===== src/rtl/fetch_unit_pkg.sv =====
// fetch_unit_pkg: shared constants and types for the instruction fetch stage.
//   INSN_BYTES        - byte stride between sequential instructions
//   DEFAULT_RESET_PC  - default first fetch address after reset
//   NOP_INSN          - canonical NOP encoding (addi x0, x0, 0)
//   fetch_entry_t     - {pc, insn} pair held in the instruction FIFO
//   word_align()      - clears the byte-offset bits of an address
package fetch_unit_pkg;

  localparam int unsigned INSN_BYTES       = 4;
  localparam logic [31:0] DEFAULT_RESET_PC = 32'h0000_0000;
  localparam logic [31:0] NOP_INSN         = 32'h0000_0013;

  typedef struct packed {
    logic [31:0] pc;
    logic [31:0] insn;
  } fetch_entry_t;

  function automatic logic [31:0] word_align(input logic [31:0] addr);
    return {addr[31:2], 2'b00};
  endfunction

endpackage


===== src/rtl/fetch_fifo.sv =====
// fetch_fifo: synchronous circular-buffer FIFO holding fetched instructions.
//   clk, rst      - clock, asynchronous active-high reset (pointers/count only)
//   push, wdata   - write one entry (ignored when full or when flushing)
//   pop           - consume the head entry (ignored when empty)
//   flush         - discard all entries; wins over push and pop
//   rdata         - head entry (meaningful only when !empty)
//   count, empty, full - occupancy status
module fetch_fifo
  import fetch_unit_pkg::*;
#(
  parameter int DATA_W = 64,
  parameter int DEPTH  = 4,
  localparam int AW    = $clog2(DEPTH),
  localparam int CW    = $clog2(DEPTH) + 1
) (
  input  logic              clk,
  input  logic              rst,
  input  logic              push,
  input  logic              pop,
  input  logic              flush,
  input  logic [DATA_W-1:0] wdata,
  output logic [DATA_W-1:0] rdata,
  output logic [CW-1:0]     count,
  output logic              empty,
  output logic              full
);

  logic [DATA_W-1:0] mem [DEPTH];
  logic [AW-1:0]     wr_ptr;
  logic [AW-1:0]     rd_ptr;
  logic              do_push;
  logic              do_pop;

  assign empty   = (count == '0);
  assign full    = (count == CW'(DEPTH));
  assign do_push = push && !full && !flush;
  assign do_pop  = pop && !empty;
  assign rdata   = mem[rd_ptr];

  // Storage carries data only, so it is left out of reset.
  always_ff @(posedge clk) begin
    if (do_push) mem[wr_ptr] <= wdata;
  end

  always_ff @(posedge clk or posedge rst) begin
    if (rst) begin
      wr_ptr <= '0;
      rd_ptr <= '0;
      count  <= '0;
    end else if (flush) begin
      wr_ptr <= '0;
      rd_ptr <= '0;
      count  <= '0;
    end else begin
      if (do_push) wr_ptr <= wr_ptr + 1'b1;
      if (do_pop)  rd_ptr <= rd_ptr + 1'b1;
      count <= count + CW'(do_push) - CW'(do_pop);
    end
  end

endmodule


===== src/rtl/fetch_unit.sv =====
// fetch_unit: instruction fetch stage feeding the decoder.
//   RESET_PC, DEPTH            - first fetch address; FIFO entries (power of two, >= 2)
//   clk, rst                   - clock, asynchronous active-high reset
//   imem_req_valid/ready/addr  - word request channel to instruction memory
//   imem_resp_valid/data       - in-order response channel, no backpressure
//   insn_valid/ready, insn, insn_pc - buffered instruction presented to decode
//   redirect_valid, redirect_pc - taken branch / jump target
//   halt                       - blocks new requests while high
module fetch_unit
  import fetch_unit_pkg::*;
#(
  parameter logic [31:0] RESET_PC = DEFAULT_RESET_PC,
  parameter int          DEPTH    = 4
) (
  input  logic        clk,
  input  logic        rst,
  output logic        imem_req_valid,
  input  logic        imem_req_ready,
  output logic [31:0] imem_req_addr,
  input  logic        imem_resp_valid,
  input  logic [31:0] imem_resp_data,
  output logic        insn_valid,
  input  logic        insn_ready,
  output logic [31:0] insn,
  output logic [31:0] insn_pc,
  input  logic        redirect_valid,
  input  logic [31:0] redirect_pc,
  input  logic        halt
);

  localparam int CW = $clog2(DEPTH) + 1;

  logic [31:0]  fetch_pc;
  logic [31:0]  resp_pc;
  logic [CW-1:0] outstanding;
  logic [CW-1:0] drop_cnt;
  logic [CW-1:0] fifo_count;
  logic [CW:0]   inflight_total;
  logic          fifo_empty;
  logic          fifo_full;
  logic          req_fire;
  logic          fifo_push;
  logic          fifo_pop;
  logic [31:0]   redirect_tgt;
  logic [CW-1:0] outstanding_after_resp;
  fetch_entry_t  wr_entry;
  fetch_entry_t  head;

  // Only registered counts feed the issue decision: every accepted request
  // already owns a FIFO slot, so a response can never find the FIFO full.
  assign inflight_total = {1'b0, outstanding} + {1'b0, fifo_count};
  assign imem_req_valid = !rst && !halt && !redirect_valid
                          && (inflight_total < (CW+1)'(DEPTH));
  assign imem_req_addr  = fetch_pc;
  assign req_fire       = imem_req_valid && imem_req_ready;

  assign redirect_tgt           = word_align(redirect_pc);
  assign outstanding_after_resp = outstanding - CW'(imem_resp_valid);

  assign fifo_push = imem_resp_valid && (drop_cnt == '0) && !fifo_full;
  assign fifo_pop  = insn_valid && insn_ready;
  assign wr_entry  = '{pc: resp_pc, insn: imem_resp_data};

  fetch_fifo #(
    .DATA_W ($bits(fetch_entry_t)),
    .DEPTH  (DEPTH)
  ) u_fifo (
    .clk   (clk),
    .rst   (rst),
    .push  (fifo_push),
    .pop   (fifo_pop),
    .flush (redirect_valid),
    .wdata (wr_entry),
    .rdata (head),
    .count (fifo_count),
    .empty (fifo_empty),
    .full  (fifo_full)
  );

  // Gate the head so decode sees zeros whenever nothing is buffered.
  assign insn_valid = !fifo_empty;
  assign insn       = fifo_empty ? '0 : head.insn;
  assign insn_pc    = fifo_empty ? '0 : head.pc;

  always_ff @(posedge clk or posedge rst) begin
    if (rst) begin
      fetch_pc    <= RESET_PC;
      resp_pc     <= RESET_PC;
      outstanding <= '0;
      drop_cnt    <= '0;
    end else if (redirect_valid) begin
      // Everything still in flight after this cycle's response is stale,
      // including words already scheduled for dropping.
      fetch_pc    <= redirect_tgt;
      resp_pc     <= redirect_tgt;
      outstanding <= outstanding_after_resp;
      drop_cnt    <= outstanding_after_resp;
    end else begin
      if (req_fire) fetch_pc <= fetch_pc + 32'(INSN_BYTES);
      outstanding <= outstanding + CW'(req_fire) - CW'(imem_resp_valid);
      if (imem_resp_valid) begin
        if (drop_cnt != '0) drop_cnt <= drop_cnt - 1'b1;
        else                resp_pc  <= resp_pc + 32'(INSN_BYTES);
      end
    end
  end

endmodule


===== config.mk =====
export PLATFORM = sky130hd
export DESIGN_NAME = fetch_unit
export DESIGN_NICKNAME = d
export VERILOG_FILES = /design/src/rtl/fetch_unit_pkg.sv /design/src/rtl/fetch_fifo.sv /design/src/rtl/fetch_unit.sv
export SDC_FILE = /design/constraint.sdc
export NUM_CORES = 1
export LEC_CHECK = 0
export ABC_AREA = 1
export CAP_MARGIN = 5
export CORE_MARGIN = 1
export CORE_UTILIZATION = 45
export CTS_CLUSTER_DIAMETER = 150
export DETAILED_ROUTE_END_ITERATION = 10
export MAX_ROUTING_LAYER = met4
export PLACE_DENSITY_LB_ADDON = 0.05
export SYNTH_ARGS = -nofsm -noshare
export SYNTH_HDL_FRONTEND = slang
export SYNTH_SLANG_ARGS = --single-unit

===== constraint.sdc =====
create_clock -name clk -period 5.5 [get_ports clk]
set_clock_uncertainty 0.15 [all_clocks]
set_input_delay 0.55 -clock clk [delete_from_list [all_inputs] [get_ports clk]]
set_output_delay 0.55 -clock clk [all_outputs]
set_load 0.005 [all_outputs]

# Word-level counts from Yosys, hierarchy flattened
# Memory sizes are Yosys's and may differ from the RTL's.
# Cells that the tools add are included.
[totals]
n_memories = 1
word_cells = 65
regBits = 77
mem_bits_ro = 0
input_bits = 71
ramBits = 256
out_inout_bits = 98
latch_bits = 0
[memory_table]
columns = ["memory", "words", "word_bits", "read_ports", "rd_ports_with_merged_regs", "write_ports", "line", "text"]
rows = [
  ["u_fifo.mem", 4, 64, 1, 0, 1, "fetch_fifo.sv:28", "logic [DATA_W-1:0] mem [DEPTH];"],
]
[classes]
n_eq_ne = 2
reduce_logical = 25
div_mod_pow = 0
muxes = 18
order_cmp = 1
add_sub_neg = 11
bitwise_logic = 0
n_mul = 0
n_shift = 0
[op_table]
columns = ["operator", "count"]
rows = [
  ["32-bit two-way mux", 7],
  ["32-bit by 3-bit adder with 32-bit output, second input constant", 2],
  ["3-bit two-way mux", 5],
  ["1-bit logical AND", 10],
  ["2-bit nonzero test", 5],
  ["3-bit by 1-bit subtractor with 3-bit output", 3],
  ["2-bit two-way mux", 4],
  ["3-bit by 1-bit adder with 3-bit output", 2],
  ["3-bit zero test", 2],
  ["1-bit zero test", 5],
  ["2-bit by 1-bit adder with 2-bit output, second input constant", 2],
  ["3-bit by 3-bit adder with 4-bit output", 1],
  ["4-bit by 3-bit less-than comparator with 1-bit output, second input constant", 1],
  ["2-bit AND reduction", 2],
  ["3-bit equality test, second input constant", 1],
  ["3-bit nonzero test", 1],
  ["3-bit by 1-bit subtractor with 3-bit output, second input constant", 1],
  ["1-bit two-way mux", 2],
  ["2-bit != test, second input constant", 1],
]

# Longest topological paths before layout
# Gate-level depths: netlist of the first run.
[depth]
ltp_word = 8
depth_mapped = 13

# By module
# From an unflattened synthesis of the first run, not the netlist that was laid out.
[hier_totals]
cells_unflattened = 1508
hier_area_um2 = 15160.8
[modules_own_cells]
columns = ["mod", "n_inst", "cells_per_inst", "seq_area_each_um2", "area_each_um2"]
rows = [
  ["fetch_fifo", 1, 683, 7862.5, 9955.8],
  ["fetch_unit", 1, 825, 1651.6, 5205.0],
]

# Least setup slack after synthesis of the first run
# No wires, ideal clock.
[synth_path]
path_kind = "reg2reg"
start = "reg drop_cnt[0]"
end = "mem u_fifo.mem[0][0] (enable)"
slack_ps = 1019
stages_incl_launch_ff = 9
setup_ps = 482
n_path_buf = 0
required_time_ps = 4868
arrival_time_ps = 3849
cell_sequence = "dfrtp_1 -> inv_1 -> ha_1 -> nand3_2 -> inv_2 -> o31ai_1 -> nor2_2 -> inv_1 -> nor2_1"
[synth_between]
elab_chain_cells = 7
[synth_rtl]
columns = ["item", "line", "text"]
rows = [
  ["start, declared", "fetch_unit.sv:36", "logic [CW-1:0] drop_cnt;"],
  ["start signal, assigned", "fetch_unit.sv:97", "drop_cnt <= outstanding_after_resp;"],
  ["start signal, assigned", "fetch_unit.sv:102", "if (drop_cnt != '0) drop_cnt <= drop_cnt - 1'b1;"],
  ["3-bit zero test", "fetch_unit.sv:60", "assign fifo_push = imem_resp_valid && (drop_cnt == '0) && !fifo_full;"],
  ["1-bit logical AND (2 in a row)", "fetch_unit.sv:60", ""],
  ["1-bit logical AND (2 in a row)", "fetch_fifo.sv:36", "assign do_push = push && !full && !flush;"],
  ["1-bit two-way mux", "fetch_fifo.sv:42", "if (do_push) mem[wr_ptr] <= wdata;"],
  ["1-bit two-way mux (implied by the code)", "fetch_fifo.sv:42", ""],
  ["end, declared", "fetch_fifo.sv:28", ""],
]
# No other way between the ends.

# Worst setup path in the final report of the first run
[layout_path]
start = "reg u_fifo.rd_ptr[0]"
end = "out insn_pc[19]"
[layout_between]
elab_chain_cells = 2
[layout_rtl]
columns = ["item", "line", "text"]
rows = [
  ["start, declared", "fetch_fifo.sv:30", "logic [AW-1:0] rd_ptr;"],
  ["start signal, assigned", "fetch_fifo.sv:56", "if (do_pop) rd_ptr <= rd_ptr + 1'b1;"],
  ["memory read 4 x 64 bit", "-", ""],
  ["32-bit two-way mux", "fetch_unit.sv:83", "assign insn_pc = fifo_empty ? '0 : head.pc;"],
  ["end, declared", "fetch_unit.sv:25", "output logic [31:0] insn_pc,"],
]
# No other way between the ends.

==> metrics.txt, run 1 <==
status finished clean; GRT Overall Usage 0.225; period utilization 0.768; drt first-iter violations approximately 720; row cnt 65; clk buf depth 3; die span in y between 150 and 200 um; Leak Pwr about 6.7 nW; share of cells above drive strength 1 0.0649; RSZ-0062 raised after global routing no; crit start category register; port bufs ~160; Placed Cells ~2000; Hold WS ~340 ps; CTS Buf Count 35; Post-CTS Setup Repair Bufs 0; Comb pwr share 0.284; largest net degree at the start of global routing 74; vias in the first global route 10430; die area ~33000 um^2; clock sinks ~320; most frequent cell after synthesis nor2_1; TritonCTS clock tree built; Post-synth EDFFs 248; synth top area cells edfxtp_1, dfrtp_1, nor2_1; PD cells 422 nW/um^2; via count 10757; DP Worst Slack about 1700 ps; Slew HR 0.338; synthesis warning total 0; Hold Crit Class in2reg; first-pass GRT wire length 56.7 mm; post-cts sizing count 0; Top FF cell, synth edfxtp_1; sequential power share 0.409; Critical Path AT about 3500 ps; io pins 169; first-pass iteration count of the detailed router 5; Int Pwr 5.21 mW; clk slew on worst S/H paths about 60 ps; max-slew violations 0; DR WL/cell about 17 um; Area after DPL about 17000 um^2; Initial Util 0.461; GRT overflow 0; CP max FO 64; Sw Pwr 2.34 mW; Via density 5.12; Final Wtd Congestion between 0.8 and 0.9; Util after Layout 0.560; DIE WIDTH 183 um; Max-Cap Viols 0; clock latency on the worst-skew pair ~520 ps; Post-synth ARST share 0.227; root buffer cell clkbuf_16; post-route minimum period 4220 ps; initial antenna violation count 0; cell count after synthesis ~1500; antenna cell count 0; deepest level of the CTS H-tree 2; CP Class reg2out; dpl hpwl 22.0 mm; Syn Area/Cell about 9.9 um^2; Pwr Total around 7.5 mW; CP required 4800 ps; final setup violation count 0; register area share after synthesis 0.631; final non-filler cell total 2100; Fmax between 200 and 250 MHz; Nets 1727; post-route ant nets 0; final instance area 17900 um^2; # hold bufs at CTS 0; CORE AREA approximately 32000 um^2; Switching Fraction 0.310; Peak VDD IR 0.213 mV; Fillers ~2800; largest area contributor in the netlist edfxtp_1; Yosys reg bits ~320; Post-synth top cells nor2_1, edfxtp_1, nand2_1; Tightest Pin Transition approximately 1000 ps; area grow syn2layout 21.5%; Yosys top cell area share 0.507; Residual DRC 0; power share of the clock group 0.307; Synth cell types 44; Synth Cell Area 14700 um^2; Setup WS post-layout roughly 1300 ps; Final Hold Viols 0; crit end category output port; wirelength, routed around 36 mm; final setup TNS 0 ps
==> cells by family (layout without fill, tap and decap cells) <==
group | count (synthesis) | count (layout) | share of synthesized area
compound gates | 276 | 276 | 0.0982
xor+xnor | 20 | 20 | 0.0119
fa+ha+maj | 18 | 18 | 0.0163
buf+inv | 163 | 336 | 0.0458
flops | 321 | 321 | 0.631
other cells | 1 | 4 | 0.000255
simple gates | 690 | 690 | 0.197
==> layout make-up <==
cell class / count / area [um^2] / area share
multi-input combinational: 1008 / 4800 / 0.268
inverter: 97 / 368 / 0.0206
tap: 435 / 544 / 0.0305
clock inverter: 16 / 183 / 0.0102
timing repair buffer: 175 / 1750 / 0.0980
clock buffer: 48 / 945 / 0.0529
sequential: 321 / 9280 / 0.519
==> worst paths after layout <==
path	from	to	slack, ps	cells past startpoint
min	redirect_valid	outstanding[0]	340	4
max	u_fifo.rd_ptr[0]	insn_pc[19]	1280	5
min in group asynchronous	rst	drop_cnt[2]	540	3
max reg2reg	drop_cnt[0]	u_fifo.mem[3][26]	2360	9
max in group asynchronous	rst	u_fifo.rd_ptr[0]	3920	3
min reg2reg	imem_req_addr[3]	imem_req_addr[3]	400	2
==> sequential cells by signal, summed over array words and instances (netlist names) <==
register	cells
drop_cnt	3
imem_req_addr	30
outstanding	3
resp_pc	30
u_fifo.count	3
u_fifo.mem	248
u_fifo.rd_ptr	2
u_fifo.wr_ptr	2
==> cell usage in the layout, fill, tap and decap left out, types with 2 or more instances in the layout <==
cell type,instances
nor2_1,324
edfxtp_1,248
nand2_1,238
clkdlybuf4s50_1,161
o21ai_0,149
a21oi_1,95
inv_1,86
dfrtp_1,71
nand3_1,65
clkbuf_16,35
ha_1,16
xor2_1,15
o211ai_1,15
nor3_1,12
nor2_4,11
clkbuf_1,11
nor2_2,10
buf_4,10
inv_2,9
o21ai_1,7
nand3b_1,7
nand4_1,7
clkinv_1,7
xnor2_1,5
a31oi_1,5
nand2_2,4
conb_1,4
bufinv_16,4
or2_2,3
clkinv_2,3
inv_6,3
buf_12,3
nand2_4,2
fa_1,2
clkbuf_8,2
==> worst max-delay path, stage by stage (launching register included) <==
cell,delay (ps)
dfrtp_4,740
inv_2,830
buf_4,480
o21ai_0,160
a21oi_1,180
clkdlybuf4s50_1,570
==> metal layers <==
metal  up-vias  wire length, um  track usage
met4         0              682       0.0598
met2       291            17300        0.372
met3        46             1930       0.0318
met5         -                0            -
li1       5332                -            -
met1      5088            15900        0.293
==> power groups by stage <==
stage               clock, mW  combinational [mW]  sequential [mW]
floorplan                   0                1.14             3.02
global placement            0                2.16             3.13
detailed placement          0                2.18             3.13
CTS                      2.36                2.19             3.08
global route             2.46                2.41             3.12
finish                   2.32                2.14             3.09
Note: power is estimated with default switching activity, not from simulation.
==> inputs of run 2 (changes only) <==
clock period = 4 ns   (was 5.5 ns; I/O delays follow)
==> metrics.txt, run 2 (synthesis results as in run 1) <==
via count 10727 (-0.28%); die area 33400 um^2 (unchanged); dpl hpwl 22.2 mm (+1.3%); Slew HR 0.441 (+0.104); Leak Pwr 6.65 nW (about the same); crit path cell chain buf_4 -> nor2_1 -> nor2_1 -> o21ai_0 -> a21oi_1 -> clkdlybuf4s50_1; port bufs 162 (unchanged); most frequent cells in the layout nor2_1, edfxtp_1, nand2_1; clk buf depth 3 (unchanged); commonest non-fill, non-tap cell in the layout nor2_1; RSZ-0062 raised after global routing no; Final Hold Viols 0 (unchanged); Peak VDD IR 0.404 mV (+90%); GRT Overall Usage 0.230 (+0.00476); Placed Cells 2042 (+0.29%); Tightest Pin Transition 835 ps (-159 ps); crit end category output port; post-cts sizing count 0 (unchanged); Fmax 299 MHz; DIE WIDTH 183 um (unchanged); status finished clean; vias in the first global route 10607 (+1.7%); root buffer cell clkbuf_16; first-pass GRT wire length 57.9 mm (+2.1%); PD cells 573 nW/um^2 (+36%); GRT overflow 0 (unchanged); clk slew on worst S/H paths 60 ps (about the same); Setup WS post-layout 656 ps (-622 ps); DR WL/cell 17.3 um (+1.3%); Hold Crit Class in2async; Fillers 2861 (+2.6%); CORE AREA 31900 um^2 (unchanged); origin of the critical flop-to-flop path outstanding[2]; delay-heaviest family, CP buffers and inverters; critical path's most frequent cell nor2_1; Initial Util 0.461 (unchanged); clock sinks 321 (unchanged); deepest level of the CTS H-tree 2 (unchanged); Top reg by flops u_fifo.mem; io pins 169 (unchanged); first-pass iteration count of the detailed router 5 (unchanged); Nets 1732 (+0.29%); CP bufs+invs 2 (-1); # hold bufs at CTS 0 (unchanged); post-route ant nets 0 (unchanged); CP required 3450 ps (-1350 ps); die span in y 183 um (unchanged); Max-Cap Viols 0 (unchanged); Critical Path AT 2790 ps (-730 ps); CP max FO 39 (-39%); final setup violation count 0 (unchanged); CP Class reg2out; Residual DRC 0 (unchanged); TritonCTS clock tree built; largest net degree at the start of global routing 100 (+35%); Final Wtd Congestion 0.900 (+1.8%); antenna cell count 0 (unchanged); share of cells above drive strength 1 0.0695 (+0.00468); crit start category register; max FFs per register 248 (unchanged); Multi-input gate area 4800 um^2 (unchanged); slowest CP cell dfrtp_4; Post-CTS Setup Repair Bufs 0 (unchanged); Worst path max stage delay 740 ps (-90 ps); row cnt 65 (unchanged); initial antenna violation count 0 (unchanged); wirelength, routed 36.3 mm (+1.4%); Pwr Total 10.2 mW (+36%); post-route minimum period between 3000 and 4000 ps; R2R Path End outstanding[2]; CTS Buf Count 34 (-2.9%); period utilization 0.836; Sequential Area 9280 um^2 (unchanged); final non-filler cell total 2103 (+0.14%); worst reg2reg path depth 12 (+3); drt first-iter violations 624 (-13%); clock latency on the worst-skew pair 520 ps (about the same); area grow syn2layout 21.5% (about the same); Via density 5.10 (-0.42%); DP Worst Slack 842 ps (-877 ps); r2r setup slk 920 ps (-1440 ps); Hold WS 136 ps (-203 ps); max-slew violations 0 (unchanged)
[run 2: cell types whose count changed in the layout (fill, tap and decap cells not counted), moves of 2 or more]
cell	delta
clkbuf_8	-2
buf_4	+4
clkbuf_1	-4
bufinv_16	-3
clkinv_2	+4
buf_12	+2
clkinvlp_4	+4
[run 2: power by group]
group / internal (mW) / switching (mW)
registers: 3.89 / 0.343
logic: 1.41 / 1.63
clock network: 1.69 / 1.29
total: 6.98 / 3.26
[run 2: area by class of cell]
class,count,area share
inverters,97,0.0208
flip-flops and latches,321,0.520
well taps,435,0.0305
clock buffers,42,0.0505
multi-input cells,1008,0.269
clock inverters,19,0.00799
repair buffers,181,0.102
[run 2: how the worst max path moves through the flow]
| stage | startpoint | endpoint | slack [ps] | cells after the start |
|---|---|---|---|---|
| CTS | u_fifo.rd_ptr[0] | insn_pc[17] | 590 | 6 |
| floorplan | drop_cnt[0] | u_fifo.mem[0][0] | -480 | 8 |
| global placement | halt | outstanding[2] | 900 | 12 |
| detailed placement | halt | outstanding[2] | 840 | 12 |
| global route | u_fifo.rd_ptr[0] | insn_pc[19] | 440 | 6 |
| finish | u_fifo.rd_ptr[0] | insn_pc[17] | 660 | 6 |
[run 2: worst register-to-register path: stages, from the launching register on]
cell and delay [ps]:
dfrtp_1 420, ha_1 300, nor2_1 140, nand3_1 110, nor2_2 150, nand2_2 260
ha_1 390, inv_1 40, ha_1 180, fa_1 380, xor2_1 180, xor2_1 150
o21ai_0 90
[run 2: per-stage QoR]
stage	util	TNS (ps)	instance area [um^2]
4_1_cts	0.560	0	17900
3_3_place_gp	0.527	0	16800
6_report	0.560	0	17900
3_5_place_dp	0.527	0	16800
2_1_floorplan	-	-119370	14700
5_1_grt	0.560	0	17900
[run 2: routing by layer]
layer | track usage | wire length, um | vias to the layer above | share of wire
li1 | - | - | 5340 | -
met1 | 0.305 | 16400 | 5044 | 0.45
met2 | 0.373 | 17300 | 286 | 0.48
met3 | 0.0294 | 1810 | 57 | 0.050
met4 | 0.0659 | 793 | 0 | 0.022
met5 | - | 0 | - | 0
